<file path="config.mk">
export PLATFORM = sky130hd
export DESIGN_NAME = bcd_counter_2digit
export DESIGN_NICKNAME = d
export VERILOG_FILES = /design/src/rtl/bcd_counter_2digit.sv
export SDC_FILE = /design/constraint.sdc
export NUM_CORES = 1
export LEC_CHECK = 0
export ABC_AREA = 1
export CAP_MARGIN = 20
export CORE_UTILIZATION = 48
export DETAILED_ROUTE_END_ITERATION = 7
export PLACE_DENSITY = 0.73
export SYNTH_ARGS = -nofsm -noshare
export SYNTH_HDL_FRONTEND = slang
export SYNTH_SLANG_ARGS = --single-unit
</file>
<file path="constraint.sdc">
create_clock -name clk -period 1.6 [get_ports clk]
set_input_delay 0.32 -clock clk [delete_from_list [all_inputs] [get_ports clk]]
set_output_delay 0.32 -clock clk [all_outputs]
set_load 0.01 [all_outputs]
</file>
<file path="src/rtl/bcd_counter_2digit.sv">
// -----------------------------------------------------------------------------
// bcd_counter_2digit
//
// Two-digit BCD up/down counter (00..99) with a prescaler. The prescaler
// counts enabled clock cycles; one count step happens every PRESCALE enabled
// cycles. Both digits are registered and feed a 7-segment decoder downstream.
//
// Parameters
//   PRESCALE : enabled clock cycles per count step (1..16777215)
//
// Ports
//   clk      : clock, all logic on the rising edge
//   rst      : synchronous active-high reset (highest priority)
//   en       : count enable, gates the prescaler
//   up       : 1 = count up, 0 = count down (sampled in the step cycle)
//   clr      : synchronous clear to 00 (beats load and step)
//   load     : synchronous parallel load (beats step)
//   ld_tens  : tens digit to load, values above 9 load as 9
//   ld_ones  : ones digit to load, values above 9 load as 9
//   Q_tens   : registered tens digit
//   Q_ones   : registered ones digit
//   carry    : registered one-cycle pulse after a 99->00 up wrap
//   borrow   : registered one-cycle pulse after a 00->99 down wrap
//   tc       : combinational terminal count (99 counting up, 00 counting down)
// -----------------------------------------------------------------------------
module bcd_counter_2digit #(
    parameter int unsigned PRESCALE = 4
) (
    input  logic       clk,
    input  logic       rst,
    input  logic       en,
    input  logic       up,
    input  logic       clr,
    input  logic       load,
    input  logic [3:0] ld_tens,
    input  logic [3:0] ld_ones,
    output logic [3:0] Q_tens,
    output logic [3:0] Q_ones,
    output logic       carry,
    output logic       borrow,
    output logic       tc
);

    localparam logic [23:0] PRESC_MAX = 24'(PRESCALE - 1);

    logic [23:0]     presc_reg;
    logic [3:0]      tens_reg;
    logic [3:0]      ones_reg;
    logic            carry_reg;
    logic            borrow_reg;
    logic            step;

    // Load digits clamped into BCD range; index 1 = tens, 0 = ones.
    logic [1:0][3:0] ld_digits;
    logic [1:0][3:0] ld_clamped;

    assign ld_digits = {ld_tens, ld_ones};

    generate
        for (genvar gi = 0; gi < 2; gi++) begin : g_clamp
            assign ld_clamped[gi] = (ld_digits[gi] > 4'd9) ? 4'd9 : ld_digits[gi];
        end
    endgenerate

    assign step = en && (presc_reg == PRESC_MAX);

    always_ff @(posedge clk) begin
        if (rst) begin
            presc_reg  <= '0;
            tens_reg   <= '0;
            ones_reg   <= '0;
            carry_reg  <= 1'b0;
            borrow_reg <= 1'b0;
        end else if (clr) begin
            presc_reg  <= '0;
            tens_reg   <= '0;
            ones_reg   <= '0;
            carry_reg  <= 1'b0;
            borrow_reg <= 1'b0;
        end else if (load) begin
            presc_reg  <= '0;
            tens_reg   <= ld_clamped[1];
            ones_reg   <= ld_clamped[0];
            carry_reg  <= 1'b0;
            borrow_reg <= 1'b0;
        end else begin
            // Wrap pulses last exactly one cycle unless re-armed below.
            carry_reg  <= 1'b0;
            borrow_reg <= 1'b0;

            if (en) begin
                presc_reg <= step ? 24'd0 : presc_reg + 24'd1;
            end

            if (step) begin
                if (up) begin
                    // ">= 9" keeps the digits self-correcting back into range.
                    if (ones_reg >= 4'd9) begin
                        ones_reg <= 4'd0;
                        if (tens_reg >= 4'd9) begin
                            tens_reg  <= 4'd0;
                            carry_reg <= 1'b1;
                        end else begin
                            tens_reg <= tens_reg + 4'd1;
                        end
                    end else begin
                        ones_reg <= ones_reg + 4'd1;
                    end
                end else begin
                    if (ones_reg == 4'd0 || ones_reg > 4'd9) begin
                        ones_reg <= 4'd9;
                        if (tens_reg == 4'd0 || tens_reg > 4'd9) begin
                            tens_reg   <= 4'd9;
                            borrow_reg <= 1'b1;
                        end else begin
                            tens_reg <= tens_reg - 4'd1;
                        end
                    end else begin
                        ones_reg <= ones_reg - 4'd1;
                    end
                end
            end
        end
    end

    assign Q_tens = tens_reg;
    assign Q_ones = ones_reg;
    assign carry  = carry_reg;
    assign borrow = borrow_reg;

    assign tc = (up  && tens_reg == 4'd9 && ones_reg == 4'd9) ||
                (!up && tens_reg == 4'd0 && ones_reg == 4'd0);

endmodule

</file>
After elaboration in Yosys (flattened, before gate mapping). Cells that the tools add are included.

Register bits: 34. Input bits: 14. Logic and storage cells: 59.

Magnitude comparators: 6. Reduce and logical (&&, ||, !) cells: 18. Add/sub/neg operators: 5. Muxes and demuxes: 17. Bitwise gates (word level): 4. Equal/unequal tests: 4.

Operators by type and width (count): $mux W4 (14); $add A24 B1 Y24 const B (1); $eq A24 B2 Y1 const B (1); $mux W24 (1); $gt A4 B4 Y1 const B (4); $reduce_or A6 Y1 (2); $add A4 B1 Y4 const B (2); $eq A4 B4 Y1 const B (2); $ge A4 B4 Y1 const B (2); $logic_not A4 Y1 (2); $sub A4 B1 Y4 const B (2); $logic_and A1 B1 Y1 (5); $not A1 Y1 (4); $logic_or A1 B1 Y1 (3); $ne A3 B1 Y1 const B (1); $reduce_and A3 Y1 (1); $reduce_bool A3 Y1 (1); $reduce_or A3 Y1 (1); $mux W1 (2); $reduce_bool A2 Y1 (1); $reduce_or A2 Y1 (1); $logic_not A1 Y1 (1).

Longest topological paths before layout. Gate-level depths: netlist of run 1.

Depth after elaboration: 7. Depth in mapped cells: 12. Mapped depth without buffers: 11.

Worst setup path after synthesis of run 1. OpenSTA, ideal clock, no wires.

Kind: register to register. Start point: register ones_reg[0], in the netlist Q_ones[0]. End point: register tens_reg[3], in the netlist Q_tens[3]. Cell stages (with the launch flop): 11. Slack: 0.118 ns. Path buffers: 0. Data arrival time: 1.369 ns. Library setup time: 0.113 ns. Data required time: 1.487 ns. Period minus slack after synthesis: 1.482 ns. Path through: dfxtp_1 inv_1 ha_1 nand2_1 nand2_1 nand3_1 nand2_1 inv_2 nand2_4 nor2_1 nor2_1.

Cells in the longest elaborated chain, start to end: 4. Elaborated cells between the ends (all ways): 7.

Ends and longest elaborated chain: from (decl) (RTL line 48) `logic [3:0] ones_reg;`; from (signal assigned) (RTL line 83) `ones_reg <= ld_clamped[0];`; from (signal assigned) (RTL line 107) `ones_reg <= ones_reg + 4'd1;`; from (signal assigned) (RTL line 119) `ones_reg <= ones_reg - 4'd1;`; $gt A4 B4 Y1 or $logic_not A4 Y1 (tied branches) (RTL line 110) `if (ones_reg == 4'd0 || ones_reg > 4'd9) begin`; $logic_or A1 B1 Y1 (RTL line 110); $reduce_bool A3 Y1 (no line); $reduce_and A3 Y1 (no line) (*); to (signal assigned) (RTL line 82) `tens_reg <= ld_clamped[1];`; to (signal assigned) (RTL line 104) `tens_reg <= tens_reg + 4'd1;`; to (signal assigned) (RTL line 116) `tens_reg <= tens_reg - 4'd1;`; to (decl) (RTL line 47) `logic [3:0] tens_reg;`.

Every way passes the cells marked *; elsewhere a longest branch is shown, timed or not. A chain may end at the register's enable or synchronous reset.

Worst setup path in the final report of run 1.
Start point: register ones_reg[1], in the netlist Q_ones[1]. End point: output port tc.

Cells in the longest elaborated chain, start to end: 3. Elaborated cells between the ends (all ways): 5.

Ends and longest elaborated chain: $eq A4 B4 Y1 or $logic_not A4 Y1 (tied branches) (RTL line 131, 132); $logic_and A1 B1 Y1 (on tied branches) (RTL line 131, 132); $logic_or A1 B1 Y1 (*) (RTL line 131) `assign tc = (up && tens_reg == 4'd9 && ones_reg == 4'd9) ||`; to (decl) (RTL line 41) `output logic tc`.

Marks and branches as above.

==> impl_metrics.env, run 1 <==
export IMPL_syn_area_um2=2323
export IMPL_final_max_slew_violation_count=0
export IMPL_yosys_cell_types_count=27
export IMPL_drive_gt1_frac=0.2851
export IMPL_antenna_cells=0
export IMPL_hpwl_um=4752
export IMPL_drt_iter0_markers=195
export IMPL_cap_violations=0
export IMPL_max_stage_delay_ns=0.33
export IMPL_cts_max_level=2
export IMPL_clk_pin_slew_worst_paths_ns=0.07
export IMPL_p_switching_uw=538.0
export IMPL_areaGrowthSynthToFinish_pct=43.24
export IMPL_dieArea_um2=5123
export IMPL_violations="setup timing"
export IMPL_p_total_mw=1.870
export IMPL_crit_fanout=3
export IMPL_overflow=0
export IMPL_grt_max_degree=12
export IMPL_setup_tns_ns=-0.09641
export IMPL_initial_utilization=0.5158
export IMPL_min_delay_start="presc_reg[10]"
export IMPL_p_sw_frac=0.2877
export IMPL_holdWs_ns=0.4951
export IMPL_power_share_clock=0.334
export IMPL_path_cells="inv_2 -> ha_4 -> nand3_4 -> o32ai_2 -> buf_2"
export IMPL_max_slew_worst_pin_slew_ns=0.3401
export IMPL_cts_hold_buf=0
export IMPL_ys_seq_area_frac=0.2929
export IMPL_drt_first_pass_iters=4
export IMPL_fin_nets=478
export IMPL_root_buffer="clkbuf_8"
export IMPL_path_class="reg -> out"
export IMPL_r2r_slack_ns=0.04
export IMPL_worst_ep_arrival_time_ns=1.38
export IMPL_crit_path_end_kind="primary output"
export IMPL_rsz0062_at_grt="yes"
export IMPL_status="finished with violations"
export IMPL_largest_register_ffs=24
export IMPL_cp_top_family="flip-flops"
export IMPL_final_cell_mix="73 x nor2_1, 73 x nand2_1, 52 x buf_4"
export IMPL_viasPerCell=5.305
export IMPL_cp_start_kind="register"
export IMPL_worstPathRequired_ns=1.28
export IMPL_dp_cells=497
export IMPL_syn_num_nets=395
export IMPL_core_area_um2=4504
export IMPL_antenna_found_initial=0
export IMPL_drc=0
export IMPL_cts_tree="built"
export IMPL_gp_congestion=0.9307
export IMPL_multi_input_area_um2=1637
export IMPL_via_count=2695
export IMPL_r2r_start="Q_ones[0]"
export IMPL_die_w_um=71.58
export IMPL_layout_cells_non_filler=508
export IMPL_hold_class="reg -> reg"
export IMPL_setup_viol=1
export IMPL_fin_crit_sh=1.060
export IMPL_syn_area_per_cell_um2=6.229
export IMPL_peakVddDrop_v=0.0006966
export IMPL_grt_pass1_vias=2431
export IMPL_final_area_um2=3328
export IMPL_fillers=366
export IMPL_holdPathStages=2
export IMPL_ant_nets=0
export IMPL_power_density_nw_per_um2=561.9
export IMPL_r2r_end="Q_ones[3]"
export IMPL_pin_count=25
export IMPL_slowest_stage="dfxtp_2"
export IMPL_die_height_um=71.58
export IMPL_clock_sinks=34
export IMPL_clockBufferDepth=2
export IMPL_reg2reg_depth=10
export IMPL_period_minus_slack_ns=1.696
export IMPL_min_to="presc_reg[10]"
export IMPL_leakage_nw=1.414
export IMPL_synthCells=373
export IMPL_placement_rows=24
export IMPL_post_dp_cell_area_um2=3003
export IMPL_intPower_mw=1.332
export IMPL_pre_cts_slack_ns=-0.4223
export IMPL_ys_seq_elements=34
export IMPL_cts_buffers=5
export IMPL_path_buf_inv=2
export IMPL_p_seq_frac=0.462
export IMPL_synth_warnings=0
export IMPL_ff_latch_area_um2=695.7
export IMPL_routedWlPerCell_um=13.00
export IMPL_setup_slack_ns=-0.09641
export IMPL_grt_usage=0.2589
export IMPL_fin_skew_ns=0.005950
export IMPL_clk_latency_ns=0.29
export IMPL_fmaxAchievable_ghz=0.5895
export IMPL_relSlewSlack=0.7715
export IMPL_drt_total_wl_um=6605
export IMPL_combPwrFrac=0.205
export IMPL_grt_pass1_wl_um=10470
export IMPL_timing_final_hold_violations=0
export IMPL_fin_util=0.7389
export IMPL_io_buffers=24
==> how the worst max path moves through the flow <==
stage,from,to,slack [ns],depth (start not counted)
after global placement,up,tc,-0.42,4
final,Q_ones[1],tc,-0.1,5
after global routing,Q_ones[1],tc,-0.13,5
after detailed placement,up,tc,-0.42,4
after floorplan,Q_ones[0],Q_tens[3],0.12,10
after CTS,Q_tens[1],tc,-0.12,5
==> cell usage after synthesis <==
cell / n / share of area
nor4_1: 1 / 0.0027
nor3_4: 2 / 0.014
nand2_2: 2 / 0.0054
nand2_1: 81 / 0.13
nand2_4: 1 / 0.0048
nor2_2: 9 / 0.024
a211oi_1: 2 / 0.0065
buf_6: 1 / 0.0048
nand3_2: 3 / 0.013
buf_4: 2 / 0.0065
inv_2: 6 / 0.0097
o21ai_1: 3 / 0.0065
inv_1: 38 / 0.061
buf_2: 2 / 0.0043
xnor2_1: 2 / 0.0075
o21ai_0: 14 / 0.030
nand3_1: 43 / 0.093
nor2_1: 80 / 0.13
nor3_1: 8 / 0.017
a21boi_0: 2 / 0.0065
o32ai_1: 1 / 0.0038
xor2_1: 8 / 0.030
dfxtp_1: 34 / 0.29
nand4_1: 7 / 0.019
ha_1: 8 / 0.043
nor2_4: 2 / 0.0097
a21oi_1: 11 / 0.024
==> what timing repair did <==
action,CTS,global route
resized for setup,23,53
pin swaps,3,18
buffers inserted,3,2
endpoints found under the setup margin,32,27
==> worst min-delay path: stages (launching register included) <==
cell      delay (ns)
dfxtp_1         0.34
inv_1           0.06
a211oi_1        0.06
==> power groups by stage <==
stage	clock [mW]	combinational (mW)	sequential (mW)
after floorplan	0	0.160	0.892
after detailed placement	0	0.333	0.882
after CTS	0.632	0.329	0.864
final	0.624	0.382	0.864
after global routing	0.671	0.417	0.864
after global placement	0	0.328	0.881
==> kinds of logic after synthesis <==
| kind of cell | after synthesis | share of synthesized area |
|---|---|---|
| adders and majority gates | 8 | 0.04308 |
| and+or+nand+nor | 239 | 0.4626 |
| DFF | 34 | 0.2929 |
| xor gates and xnor gates | 10 | 0.03770 |
| buffers and inverters | 49 | 0.08670 |
| AOI/OAI and AO/OA | 33 | 0.07700 |
==> metal layers <==
layer	vias to the layer above	GRT usage	wire length, um	share of wire
met5	-	0	0	0
met4	0	0.07843	116	0.018
met2	64	0.4307	3188	0.48
met3	16	0.04219	268	0.041
met1	1259	0.3465	3031	0.46
li1	1356	-	-	-
==> cell type report <==
cell class | instances | share of cell area
tap | 52 | 0.01955
clock inverter | 1 | 0.002256
inverter | 44 | 0.05038
clock buffer | 6 | 0.02180
sequential | 34 | 0.2090
multi-input combinational | 290 | 0.4917
timing repair buffer | 81 | 0.2053
Note: power is estimated with default switching activity, not from simulation.
==> inputs of run 2 (changes only) <==
--- a/config.mk
+++ b/config.mk
@@ -7,9 +7,11 @@
 export LEC_CHECK = 0
 export ABC_AREA = 1
 export CAP_MARGIN = 20
-export CORE_UTILIZATION = 48
+export CELL_PAD_IN_SITES_DETAIL_PLACEMENT = 0
+export CELL_PAD_IN_SITES_GLOBAL_PLACEMENT = 1
+export CORE_UTILIZATION = 39
 export DETAILED_ROUTE_END_ITERATION = 7
-export PLACE_DENSITY = 0.73
+export PLACE_DENSITY = 0.83
 export SYNTH_ARGS = -nofsm -noshare
 export SYNTH_HDL_FRONTEND = slang
 export SYNTH_SLANG_ARGS = --single-unit
==> impl_metrics.env, run 2 (synthesized netlist as in run 1, its figures left out) <==
export IMPL_crit_path_end_kind="primary output"
export IMPL_peakVddDrop_v=0.0003943
export IMPL_worstPathRequired_ns=1.28
export IMPL_initial_utilization=0.4143
export IMPL_cts_hold_buf=0
export IMPL_largest_register_ffs=24
export IMPL_core_area_um2=5608
export IMPL_pin_count=25
export IMPL_gp_congestion=0.8345
export IMPL_io_buffers=24
export IMPL_pre_cts_slack_ns=-0.4829
export IMPL_clock_sinks=34
export IMPL_clk_pin_slew_worst_paths_ns=0.07
export IMPL_grt_usage=0.2164
export IMPL_power_density_nw_per_um2=602.6
export IMPL_hpwl_um=4933
export IMPL_drt_total_wl_um=6605
export IMPL_cap_violations=0
export IMPL_reg2reg_depth=11
export IMPL_relSlewSlack=0.8267
export IMPL_violations="setup timing"
export IMPL_final_max_slew_violation_count=0
export IMPL_holdWs_ns=0.5134
export IMPL_worst_ep_arrival_time_ns=1.35
export IMPL_overflow=0
export IMPL_viasPerCell=4.870
export IMPL_antenna_found_initial=0
export IMPL_fin_skew_ns=0.01031
export IMPL_leakage_nw=1.472
export IMPL_ant_nets=0
export IMPL_drt_iter0_markers=142
export IMPL_max_slew_worst_pin_slew_ns=0.2580
export IMPL_routedWlPerCell_um=12.23
export IMPL_final_area_um2=3396
export IMPL_via_count=2630
export IMPL_period_minus_slack_ns=1.666
export IMPL_cts_buffers=5
export IMPL_antenna_cells=0
export IMPL_placement_rows=27
export IMPL_hold_class="in -> reg"
export IMPL_fin_nets=489
export IMPL_clockBufferDepth=2
export IMPL_grt_pass1_wl_um=10700
export IMPL_path_class="reg -> out"
export IMPL_die_height_um=79.19
export IMPL_setup_tns_ns=-0.2202
export IMPL_status="finished with violations"
export IMPL_grt_pass1_vias=2376
export IMPL_drive_gt1_frac=0.2906
export IMPL_areaGrowthSynthToFinish_pct=46.15
export IMPL_dp_cells=527
export IMPL_setup_slack_ns=-0.06620
export IMPL_dieArea_um2=6270
export IMPL_die_w_um=79.19
export IMPL_grt_max_degree=14
export IMPL_fin_crit_sh=1.041
export IMPL_timing_final_hold_violations=0
export IMPL_cts_tree="built"
export IMPL_clk_latency_ns=0.29
export IMPL_final_cell_mix="78 x nand2_1, 74 x nor2_1, 62 x buf_4"
export IMPL_crit_fanout=3
export IMPL_fmaxAchievable_ghz=0.6002
export IMPL_root_buffer="clkbuf_8"
export IMPL_cts_max_level=2
export IMPL_rsz0062_at_grt="yes"
export IMPL_layout_commonest_cell="nand2_1"
export IMPL_drt_first_pass_iters=5
export IMPL_cp_start_kind="register"
export IMPL_setup_viol=8
export IMPL_post_dp_cell_area_um2=3090
export IMPL_holdPathStages=4
export IMPL_layout_cells_non_filler=540
export IMPL_drc=0
run 2: final cells by class:
| cell class | count | area [um^2] |
|---|---|---|
| Timing Repair Buffer | 92 | 758.2 |
| Multi-Input combinational cell | 290 | 1578 |
| Tap cell | 72 | 90.09 |
| Clock inverter | 3 | 45.04 |
| Inverter | 44 | 167.7 |
| Fill cell | 562 | 2212 |
| Clock buffer | 5 | 68.82 |
| Sequential cell | 34 | 688.2 |
run 2: per-stage QoR:
stage                 util  total power, mW
floorplan                -            1.051
global placement    0.5511            1.209
detailed placement  0.5511            1.212
CTS                 0.5783            2.029
global route        0.6055            2.154
finish              0.6055            2.046
run 2: worst paths after layout:
check,startpoint,end,slack (ns)
hold reg to reg,presc_reg[23],presc_reg[23],0.53
hold / removal,en,presc_reg[1],0.51
setup / recovery,Q_tens[1],tc,-0.07
setup reg to reg,presc_reg[1],Q_ones[1],-0.03
run 2: timing repair:
item | 4_1_cts | 5_1_grt
setup endpoints to repair | 31 | 26
setup buffers | 1 | 3
resized for setup | 23 | 40
pin swaps | 0 | 15
cloned | 1 | 0
run 2: per-layer routing:
layer | vias to the layer above | GRT usage | routed length (um)
li1 | 1383 | - | -
met1 | 1180 | 0.3196 | 3333
met2 | 59 | 0.3250 | 2896
met3 | 8 | 0.03793 | 285
met4 | 0 | 0.04364 | 91
met5 | - | 0 | 0
run 2: power breakdown:
part / internal (mW) / switching (mW) / leakage [nW] / total, mW
clock: 0.464 / 0.349 / 0.0504 / 0.813
combinational: 0.174 / 0.194 / 1.14 / 0.368
sequential: 0.857 / 0.00860 / 0.277 / 0.865
run 2: critical path, stage by stage (launching register included):
cell and delay, ns:
dfxtp_2 0.32, inv_2 0.08, buf_6 0.11, ha_4 0.13, nand4_1 0.11, o32ai_2 0.14
buf_2 0.17
==> inputs of run 3 (changes only) <==
==> constraint.sdc (replaced) <==
create_clock -name clk -period 1.6 [get_ports clk]
set_input_delay 0.4 -clock clk [delete_from_list [all_inputs] [get_ports clk]]
set_output_delay 0.4 -clock clk [all_outputs]
set_load 0.01 [all_outputs]
==> impl_metrics.env, run 3 (synthesized netlist as in run 1, its figures left out) <==
export IMPL_fin_nets=488
export IMPL_cap_violations=0
export IMPL_grt_pass1_vias=2338
export IMPL_die_w_um=79.19
export IMPL_initial_utilization=0.4143
export IMPL_post_dp_cell_area_um2=3088
export IMPL_clk_pin_slew_worst_paths_ns=0.07
export IMPL_cts_buffers=5
export IMPL_pin_count=25
export IMPL_fin_util=0.6133
export IMPL_drt_iter0_markers=103
export IMPL_die_height_um=79.19
export IMPL_placement_rows=27
export IMPL_peakVddDrop_v=0.0004841
export IMPL_drt_first_pass_iters=4
export IMPL_final_area_um2=3440
export IMPL_holdWs_ns=0.5109
export IMPL_path_class="reg -> out"
export IMPL_crit_fanout=2
export IMPL_clockBufferDepth=2
export IMPL_fin_crit_sh=1.086
export IMPL_core_area_um2=5608
export IMPL_clk_latency_ns=0.29
export IMPL_ant_nets=0
export IMPL_r2r_end="Q_tens[1]"
export IMPL_largest_register_ffs=24
export IMPL_hold_class="reg -> reg"
export IMPL_cp_start_kind="register"
export IMPL_critical_path_endpoint="tc"
export IMPL_drt_total_wl_um=6416
export IMPL_violations="setup timing"
export IMPL_routedWlPerCell_um=11.93
export IMPL_timing_final_hold_violations=0
export IMPL_max_stage_delay_ns=0.33
export IMPL_fmaxAchievable_ghz=0.5754
export IMPL_r2r_slack_ns=-0.02
export IMPL_layout_commonest_cell="nor2_1"
export IMPL_cts_hold_buf=0
export IMPL_final_cell_mix="74 x nor2_1, 72 x nand2_1, 60 x buf_4"
export IMPL_viasPerCell=4.840
export IMPL_drive_gt1_frac=0.3026
export IMPL_startpoint="Q_tens[1]"
export IMPL_cts_max_level=2
export IMPL_hpwl_um=4800
export IMPL_grt_max_degree=14
export IMPL_r2r_start="presc_reg[1]"
export IMPL_relSlewSlack=0.8167
export IMPL_antenna_found_initial=0
export IMPL_setup_slack_ns=-0.1380
export IMPL_overflow=0
export IMPL_crit_path_end_kind="primary output"
export IMPL_rsz0062_at_grt="yes"
export IMPL_setup_viol=4
export IMPL_via_count=2604
export IMPL_status="finished with violations"
export IMPL_path_buf_inv=2
export IMPL_root_buffer="clkbuf_8"
export IMPL_worstPathRequired_ns=1.20
export IMPL_areaGrowthSynthToFinish_pct=48.03
export IMPL_dieArea_um2=6270
export IMPL_drc=0
export IMPL_p_total_mw=1.876
export IMPL_reg2reg_depth=11
export IMPL_path_cells="inv_2 -> ha_2 -> nand3_2 -> o32ai_2 -> buf_2"
export IMPL_slowest_stage="dfxtp_2"
export IMPL_fillers=545
export IMPL_leakage_nw=1.482
export IMPL_grt_usage=0.2063
export IMPL_power_density_nw_per_um2=545.5
export IMPL_worst_ep_arrival_time_ns=1.34
export IMPL_antenna_cells=0
export IMPL_io_buffers=24
export IMPL_clock_sinks=34
export IMPL_cts_tree="built"
export IMPL_cp_top_family="flip-flops"
export IMPL_fin_skew_ns=0.006252
export IMPL_grt_pass1_wl_um=10210
export IMPL_period_minus_slack_ns=1.738
export IMPL_gp_congestion=0.8318
export IMPL_final_max_slew_violation_count=0
export IMPL_cp_num_cells=5
export IMPL_max_slew_worst_pin_slew_ns=0.2728
-- run 3: repair_timing --
item,in CTS,in global routing
setup endpoints to repair,32,15
pin swaps,1,17
hold endpoints to repair,0,0
gates cloned,0,1
buffers inserted,1,4
gates resized for setup,25,61
-- run 3: worst min-delay path by stage --
stage,from,end,slack (ns),cells after the start
floorplan,presc_reg[10],presc_reg[10],0.46,2
global placement,presc_reg[10],presc_reg[10],0.48,2
detailed placement,presc_reg[10],presc_reg[10],0.48,2
CTS,presc_reg[10],presc_reg[10],0.50,2
global route,presc_reg[10],presc_reg[10],0.54,2
finish,presc_reg[10],presc_reg[10],0.51,2
-- run 3: per-stage QoR --
step | TNS [ns] | instances | setup WS, ns
finish | -0.1883 | 538 | -0.1380
global route | -0.7238 | 538 | -0.2085
CTS | -0.1877 | 533 | -0.1877
detailed placement | -9.983 | 525 | -0.6429
global placement | -9.151 | 525 | -0.6034
floorplan | 0 | 373 | 0.05170
-- run 3: metal layers --
layer | global-route usage | up-vias | share of wire | wire length, um
met5 | 0 | - | 0 | 0
met4 | 0.06000 | 0 | 0.017 | 108
met3 | 0.03103 | 12 | 0.038 | 243
met2 | 0.3233 | 55 | 0.45 | 2903
met1 | 0.2902 | 1154 | 0.49 | 3160
li1 | - | 1383 | - | -
-- run 3: area by class of cell --
| cell class | instances | area (um^2) | share of cell area |
|---|---|---|---|
| clock buffers | 7 | 76.32 | 0.02219 |
| inverters | 44 | 167.7 | 0.04875 |
| well taps | 72 | 90.09 | 0.02619 |
| repair buffers | 91 | 768.2 | 0.2234 |
| flip-flops and latches | 34 | 693.2 | 0.2015 |
| multi-input cells | 290 | 1644 | 0.4780 |
-- run 3: worst reg2reg max path: stages, from the launching register on --
cell	delay, ns
dfxtp_2	0.36
ha_4	0.14
inv_2	0.04
nor2_2	0.11
nand2_1	0.07
nor2_2	0.16
nand3_1	0.11
nand2_2	0.14
buf_8	0.16
nand2_8	0.07
nor2_1	0.13
nor2_2	0.04
-- run 3: power breakdown --
part           total (mW)  internal, mW  switching [mW]
clock               0.611         0.300           0.311
sequential          0.864         0.855         0.00931
combinational       0.401         0.192           0.209
